### src/rtl/adc_sample_scheduler.sv
// adc_sample_scheduler
//
// Paces an ADC at a fixed sample rate. Every CLK_DIV clocks (while enabled) a tick
// launches a one-beat command on the command stream. The block then waits for the
// matching response and republishes its data as a one-cycle sample pulse. A tick
// that arrives while a conversion is still running is dropped and recorded in the
// sticky overrun flag.
//
// Build option: define ADC_SCHED_TIMEOUT_EN to add a response watchdog. When the
// watchdog expires the conversion is abandoned and the sticky timeout flag is set.
// Without the macro the block waits for the response indefinitely and timeout is 0.
//
// Parameters
//   CLK_DIV         clocks per sample tick, 4..65535
//   CHANNEL         ADC channel requested and accepted (5 bits)
//   TIMEOUT_CYCLES  watchdog limit in WAIT_RSP cycles (only used with the macro)
//
// Ports
//   clock_clk              single clock
//   reset_sink_reset       synchronous active-high reset
//   enable                 run the sample tick counter
//   clear_flags            clear overrun / timeout (a same-cycle set wins)
//   command_valid          command request, held until command_ready
//   command_channel        constant CHANNEL
//   command_startofpacket  equal to command_valid (single-beat packets)
//   command_endofpacket    equal to command_valid
//   command_ready          ADC accepts the command
//   response_valid         ADC result valid
//   response_channel       channel of the result
//   response_data          conversion result
//   sample_valid           one-cycle pulse, new sample present
//   sample_data            last accepted sample, held between pulses
//   busy                   high whenever a conversion is in flight
//   overrun                sticky, a tick was dropped
//   timeout                sticky, the response watchdog expired

module adc_sample_scheduler #(
  parameter int unsigned CLK_DIV        = 3125,
  parameter int unsigned CHANNEL        = 1,
  parameter int unsigned TIMEOUT_CYCLES = 255
) (
  input  logic        clock_clk,
  input  logic        reset_sink_reset,
  input  logic        enable,
  input  logic        clear_flags,
  output logic        command_valid,
  output logic [4:0]  command_channel,
  output logic        command_startofpacket,
  output logic        command_endofpacket,
  input  logic        command_ready,
  input  logic        response_valid,
  input  logic [4:0]  response_channel,
  input  logic [11:0] response_data,
  output logic        sample_valid,
  output logic [11:0] sample_data,
  output logic        busy,
  output logic        overrun,
  output logic        timeout
);

  localparam logic [15:0] TickLast = 16'(CLK_DIV - 1);
  localparam logic [4:0]  Chan     = 5'(CHANNEL);

  // Elaboration-time parameter legality checks.
  if (CLK_DIV < 4 || CLK_DIV > 65535) begin : g_bad_clk_div
    $error("adc_sample_scheduler: CLK_DIV must be within 4..65535");
  end
  if (CHANNEL > 31) begin : g_bad_channel
    $error("adc_sample_scheduler: CHANNEL must fit in 5 bits");
  end
  if (TIMEOUT_CYCLES < 1) begin : g_bad_timeout
    $error("adc_sample_scheduler: TIMEOUT_CYCLES must be at least 1");
  end

  typedef enum logic [1:0] {
    StIdle,
    StCmd,
    StWaitRsp,
    StOut
  } state_e;

  state_e      state_q;
  logic [15:0] tick_cnt_q;
  logic        command_valid_q;
  logic        sample_valid_q;
  logic [11:0] sample_data_q;
  logic        overrun_q;

  logic        tick;
  logic        rsp_hit;
  logic        tick_dropped;
  logic        wd_expire;

  // ---------------------------------------------------------------------------
  // Sample tick counter: held at 0 while disabled so re-enabling always yields a
  // full CLK_DIV period before the first tick.
  // ---------------------------------------------------------------------------
  assign tick = enable && (tick_cnt_q == TickLast);

  always_ff @(posedge clock_clk) begin
    if (reset_sink_reset || !enable) begin
      tick_cnt_q <= '0;
    end else if (tick) begin
      tick_cnt_q <= '0;
    end else begin
      tick_cnt_q <= tick_cnt_q + 16'd1;
    end
  end

  // Only a response for our channel is accepted; everything else is noise.
  assign rsp_hit      = response_valid && (response_channel == Chan);
  assign tick_dropped = tick && (state_q != StIdle);

  // ---------------------------------------------------------------------------
  // Optional response watchdog.
  // ---------------------------------------------------------------------------
`ifdef ADC_SCHED_TIMEOUT_EN
  localparam int unsigned    WdW    = (TIMEOUT_CYCLES > 1) ? $clog2(TIMEOUT_CYCLES) : 1;
  localparam logic [WdW-1:0] WdLast = WdW'(TIMEOUT_CYCLES - 1);

  logic [WdW-1:0] wdog_q;
  logic           timeout_q;

  // wdog_q holds the number of WAIT_RSP cycles already spent, so the limit is hit
  // during the TIMEOUT_CYCLES-th cycle. A response in that cycle still wins.
  assign wd_expire = (state_q == StWaitRsp) && !rsp_hit && (wdog_q == WdLast);

  always_ff @(posedge clock_clk) begin
    if (reset_sink_reset) begin
      wdog_q    <= '0;
      timeout_q <= 1'b0;
    end else begin
      // Held at 0 outside WAIT_RSP, which clears it on every entry.
      if (state_q != StWaitRsp) begin
        wdog_q <= '0;
      end else if (!wd_expire) begin
        wdog_q <= wdog_q + 1'b1;
      end
      timeout_q <= (timeout_q & ~clear_flags) | wd_expire;
    end
  end

  assign timeout = timeout_q;
`else
  assign wd_expire = 1'b0;
  assign timeout   = 1'b0;
`endif

  // ---------------------------------------------------------------------------
  // Conversion FSM with registered outputs.
  // ---------------------------------------------------------------------------
  always_ff @(posedge clock_clk) begin
    if (reset_sink_reset) begin
      state_q         <= StIdle;
      command_valid_q <= 1'b0;
      sample_valid_q  <= 1'b0;
      sample_data_q   <= '0;
      overrun_q       <= 1'b0;
    end else begin
      // Set beats clear when both happen in the same cycle.
      overrun_q      <= (overrun_q & ~clear_flags) | tick_dropped;
      sample_valid_q <= 1'b0;

      unique case (state_q)
        StIdle: begin
          if (tick) begin
            state_q         <= StCmd;
            command_valid_q <= 1'b1;
          end
        end

        StCmd: begin
          if (command_ready) begin
            state_q         <= StWaitRsp;
            command_valid_q <= 1'b0;
          end
        end

        StWaitRsp: begin
          if (rsp_hit) begin
            state_q        <= StOut;
            sample_data_q  <= response_data;
            sample_valid_q <= 1'b1;
          end else if (wd_expire) begin
            state_q <= StIdle;
          end
        end

        StOut: begin
          state_q <= StIdle;
        end

        default: begin
          state_q         <= StIdle;
          command_valid_q <= 1'b0;
        end
      endcase
    end
  end

  assign command_valid         = command_valid_q;
  assign command_startofpacket = command_valid_q;
  assign command_endofpacket   = command_valid_q;
  assign command_channel       = Chan;
  assign sample_valid          = sample_valid_q;
  assign sample_data           = sample_data_q;
  assign busy                  = (state_q != StIdle);
  assign overrun               = overrun_q;

endmodule

### config.mk
export PLATFORM = sky130hd
export DESIGN_NAME = adc_sample_scheduler
export DESIGN_NICKNAME = d
export VERILOG_FILES = /design/src/rtl/adc_sample_scheduler.sv
export SDC_FILE = /design/constraint.sdc
export NUM_CORES = 1
export LEC_CHECK = 0
export CAP_MARGIN = 5
export CORE_ASPECT_RATIO = 0.6
export CORE_MARGIN = 3
export CORE_UTILIZATION = 40
export DETAILED_ROUTE_END_ITERATION = 7
export DONT_BUFFER_PORTS = 1
export MAX_ROUTING_LAYER = met4
export PLACE_DENSITY_LB_ADDON = 0.25
export SLEW_MARGIN = 20
export SYNTH_ARGS = -nofsm -noshare
export SYNTH_HDL_FRONTEND = slang
export SYNTH_SLANG_ARGS = --single-unit
### constraint.sdc
create_clock -name clock_clk -period 4 [get_ports clock_clk]
set_input_delay 0.8 -clock clock_clk [delete_from_list [all_inputs] [get_ports clock_clk]]
set_output_delay 0.8 -clock clock_clk [all_outputs]
set_load 0.1 [all_outputs]
---- After elaboration in Yosys (flattened, before gate mapping) ----
Index checks and enable logic that the tools add are counted.
storage, ports and cells
  register bits ........................... 33
  input port bits ......................... 23
  word-level logic and storage cells ...... 40
operators by class
  $add $sub $neg .......................... 1
  equal/unequal tests ..................... 8
  muxes and demuxes ....................... 8
  bitwise logic cells ..................... 4
  reduce and logical (&&, ||, !) cells .... 13
operator list
  kind                   number
  $add 16x1->16 const B  1
  $eq 16x12->1 const B   1
  $pmux 2 s4             1
  $mux 2                 3
  $ne 2x2->1 const B     3
  $reduce_and 3->1       2
  $eq 5x1->1 const B     1
  $eq 2x2->1 const B     2
  $reduce_bool 2->1      2
  $reduce_or 2->1        2
  $logic_and 1x1->1      3
  $mux 1                 3
  $eq 2x1->1 const B     1
  $logic_not 2->1        1
  $not 1->1              2
  $pmux 1 s2             1
  $reduce_and 2->1       1
  $and 1x1->1            1
  $logic_not 1->1        1
  $logic_or 1x1->1       1
  $or 1x1->1             1

---- Logic depth before layout (Yosys ltp) ----
  word-level depth ........................ 4
  gate-level depth with buffers ........... 7
  mapped depth without buffers ............ 6

---- Least setup slack after synthesis ----
No wires, ideal clock.
  path kind ............................... register to output
  start ................................... reg command_valid_q, in the netlist command_endofpacket
  end ..................................... out command_startofpacket
  data arrival time ....................... 1.408 ns
  required time ........................... 3.200 ns
  path slack .............................. 1.792 ns
  cell stages (with the launch flop) ...... 2
  buffers on the path ..................... 1
  cell sequence ........................... dfxtp_1 > buf_4
RTL lines
  what                    line  source
  from (decl)             84    logic command_valid_q;
  from (signal assigned)  155   command_valid_q <= 1'b0;
  from (signal assigned)  168   command_valid_q <= 1'b1;
  from (signal assigned)  175   command_valid_q <= 1'b0;
  to (decl)               48    output logic command_startofpacket,
No word-level cell between the ends.

---- Worst setup path after layout ----
  start ................................... reg state_q[0]
  end ..................................... out busy
on the way
  cells in the longest elaborated chain, start to end .. 1
ends and longest elaborated chain
  what                    line  source
  from (decl)             82    state_e state_q;
  from (signal assigned)  154   state_q <= StIdle;
  from (signal assigned)  167   state_q <= StCmd;
  from (signal assigned)  174   state_q <= StWaitRsp;
  $reduce_bool 2->1       207   assign busy = (state_q != StIdle);
  to (decl)               56    output logic busy,
No other way between the ends.

==> reports/summary.txt <==
Status - completed
Final core utilization - 47.14%
Post-synthesis simple-gate area fraction - 25.00%
Unique masters post-synth - 37
Yosys top cell by area - dfxtp_1
Worst Setup Slack, final - 1.589 ns
Slew Viols, Final - 0
Largest family of logic cells by synthesized area - simple AND/OR/NAND/NOR gates
Total Wirelength - 2868 um
Slew margin rel. - 34.11%
CTS tree - done
Final worst path period share - 60.27%
Adder-cell share of the synthesized area - 3.994%
Worst slack at placement - 1.619 ns
Leading post-synthesis cells by instance count - 33 x dfxtp_1, 28 x nor2_1, 14 x mux2i_1, 10 x xor2_1, 8 x buf_4
RSZ-0062 raised after global routing - no
Vias in the first global route - 951
Buffers added on ports - 0
Post-synthesis xor/xnor area fraction - 6.150%
WL per Instance - 13.72 um
Worst Reg-to-Reg Cells - 5
Core Area - 3503 um^2
Worst Skew - 0.005584 ns
# hold bufs at CTS - 0
Layout Nets - 191
DP Wirelength - 2140 um
WHS Path Cells - 1
# diodes - 0
Clock transition at path regs - 0.07 ns
Min Hold Slack - 0.4608 ns
Fill count - 339
Die Y - 54.48 um
Initial antenna violation count - 0
Complex-gate fraction of the synthesized area - 4.952%
Layout cells sized above 1 - 9.756%
Die Width - 86.79 um
Pre-Repair DR Iteration Count - 4
Power density over cell area - 410.4 nW/um^2
Crit path launch type - register
CTS HTree Levels - 2
Die area - 4728 um^2
Minimum clock period - 2.411 ns
Pin count of the biggest net entering global routing - 21
Setup-failing EPs final - 0
Fin. Hold Viols - 0
Critical path arrival - 1.61 ns
Comb power frac - 4.8%
Synth Warn # - 0
Count leader, synth - dfxtp_1
Setup crit end kind - primary output
WS Path Type - reg2out
Drt drc - 0
Ys flop type - dfxtp_1
Root buffer selected by CTS - clkbuf_8
Crit path required time - 3.20 ns
Hold Path Class - reg2reg
Total power - 677.9 uW
Initial drt markers - 34
Area share of the largest cell type after synthesis - 42.17%
Leak Pwr - 0.0006865 uW
Starting Density - 44.71%
DR vias/cell - 5.163
Top cells by area, synth - dfxtp_1 42%, mux2i_1 8.9%, nor2_1 6.7%
P_sw - 158.6 uW
Async SR Flop Fraction - 0%
Fmax - 414.8 MHz
Crit path max fanout - 4
Vias - 1,079
Int Pwr - 519.3 uW
Syn-to-layout area delta - 5.431%
Sink Count - 33
CTS resizes - 0
GR Util All Layers - 12.98%
Worst vdd ir - 0.2332 mV
Worst-margin pin slew - 0.9869 ns
Setup bufs post-CTS - 0
Mapped Cells - 168
First-pass GRT wire length - 4422 um
Rows - 16
Post-synthesis mux area share - 8.946%
GP Congestion - 0.8046
Number of synthesized flops with an enable pin - 0
Avg Synthesized Cell Area - 9.324 um^2
#FFs+latches synth - 33
CTS max path bufs - 2
Grt ovf - 0
I/O Pins - 47
Seq/Total Area, Yosys - 42.17%
Switching Fraction - 23.40%
Sum Neg Setup Slack - 0 ns
ANT nets after route - 0
Syn Std Cell Area - 1567 um^2
Max Cap Viol - 0
Clock Power Share - 46.6%
CTS buffer count - 5
Flop pwr share - 48.6%
Clk_lat worst skew - 0.28 ns
-- registers in the layout, indices dropped and copies added (netlist names) --
| name | count |
|---|---|
| tick_cnt_q | 16 |
| sample_data | 12 |
| state_q | 2 |
| overrun | 1 |
| command_endofpacket | 1 |
| sample_valid | 1 |
-- cell families after synthesis --
family,count (synthesis)
xor gates and xnor gates,11
muxes,14
AOI/OAI and AO/OA,12
DFF,33
other,2
and+or+nand+nor,68
buffers and inverters,23
adders and majority gates,5
-- power groups by stage --
stage / sequential [uW] / combinational, uW / clock, uW
floorplan: 338 / 39.7 / 0
global placement: 337 / 32.6 / 0
detailed placement: 337 / 32.7 / 0
CTS: 329 / 32.8 / 325
global route: 329 / 34.1 / 339
finish: 329 / 32.7 / 316
-- critical path: stages, from the launching register on --
cell     delay [ns]
dfxtp_1        0.37
inv_1          0.08
ha_1           0.21
inv_1          0.66
-- cells in the final DEF (no fill, tap or decap), types with 2 or more instances in the layout --
cell      Yosys  layout
conb_1        2       6
a21oi_1       5       5
and4_1        2       2
ha_1          5       5
nand2_1       5       5
o31ai_1       2       2
mux2i_1      14      14
nand3_1       7       7
nor2_1       28      28
nand2b_1      3       3
o21ai_0       2       2
clkbuf_8      0       5
or3_1         2       2
and2_1        2       2
or4_4         3       3
nand4_1       6       6
nor2b_1       2       2
xor2_1       10      10
dfxtp_1      33      32
inv_1         7       7
-- cell type report --
cell class,count,area (um^2),area share [%]
Clock buffer,5,68.82,4.167
Clock inverter,3,45.04,2.727
Inverter,7,26.28,1.591
Multi-Input combinational cell,116,790.8,47.88
Sequential cell,33,664.4,40.23
Tap cell,45,56.30,3.409
-- final timing paths --
check | to | slack [ns] | startpoint
max | busy | 1.59 | state_q[0]$_SDFFE_PP0P_
min | tick_cnt_q[0]$_SDFF_PP0_ | 0.46 | tick_cnt_q[0]$_SDFF_PP0_
max reg2reg | state_q[1]$_SDFFE_PP0P_ | 2.11 | state_q[0]$_SDFFE_PP0P_
min reg2reg | tick_cnt_q[0]$_SDFF_PP0_ | 0.46 | tick_cnt_q[0]$_SDFF_PP0_
-- per-stage QoR --
step | area, um^2 | instances
after floorplan | 1582 | 172
after global placement | 1538 | 201
after detailed placement | 1538 | 201
after CTS | 1652 | 209
after global routing | 1652 | 209
final | 1652 | 209
-- metal layers --
metal | track usage, % | vias up | wire, um
li1 | - | 542 | -
met1 | 17.65 | 500 | 1420
met2 | 16.75 | 34 | 1205
met3 | 5.564 | 3 | 221
met4 | 4.663 | 0 | 20
met5 | - | - | 0
Note: power is estimated with default switching activity, not from simulation.
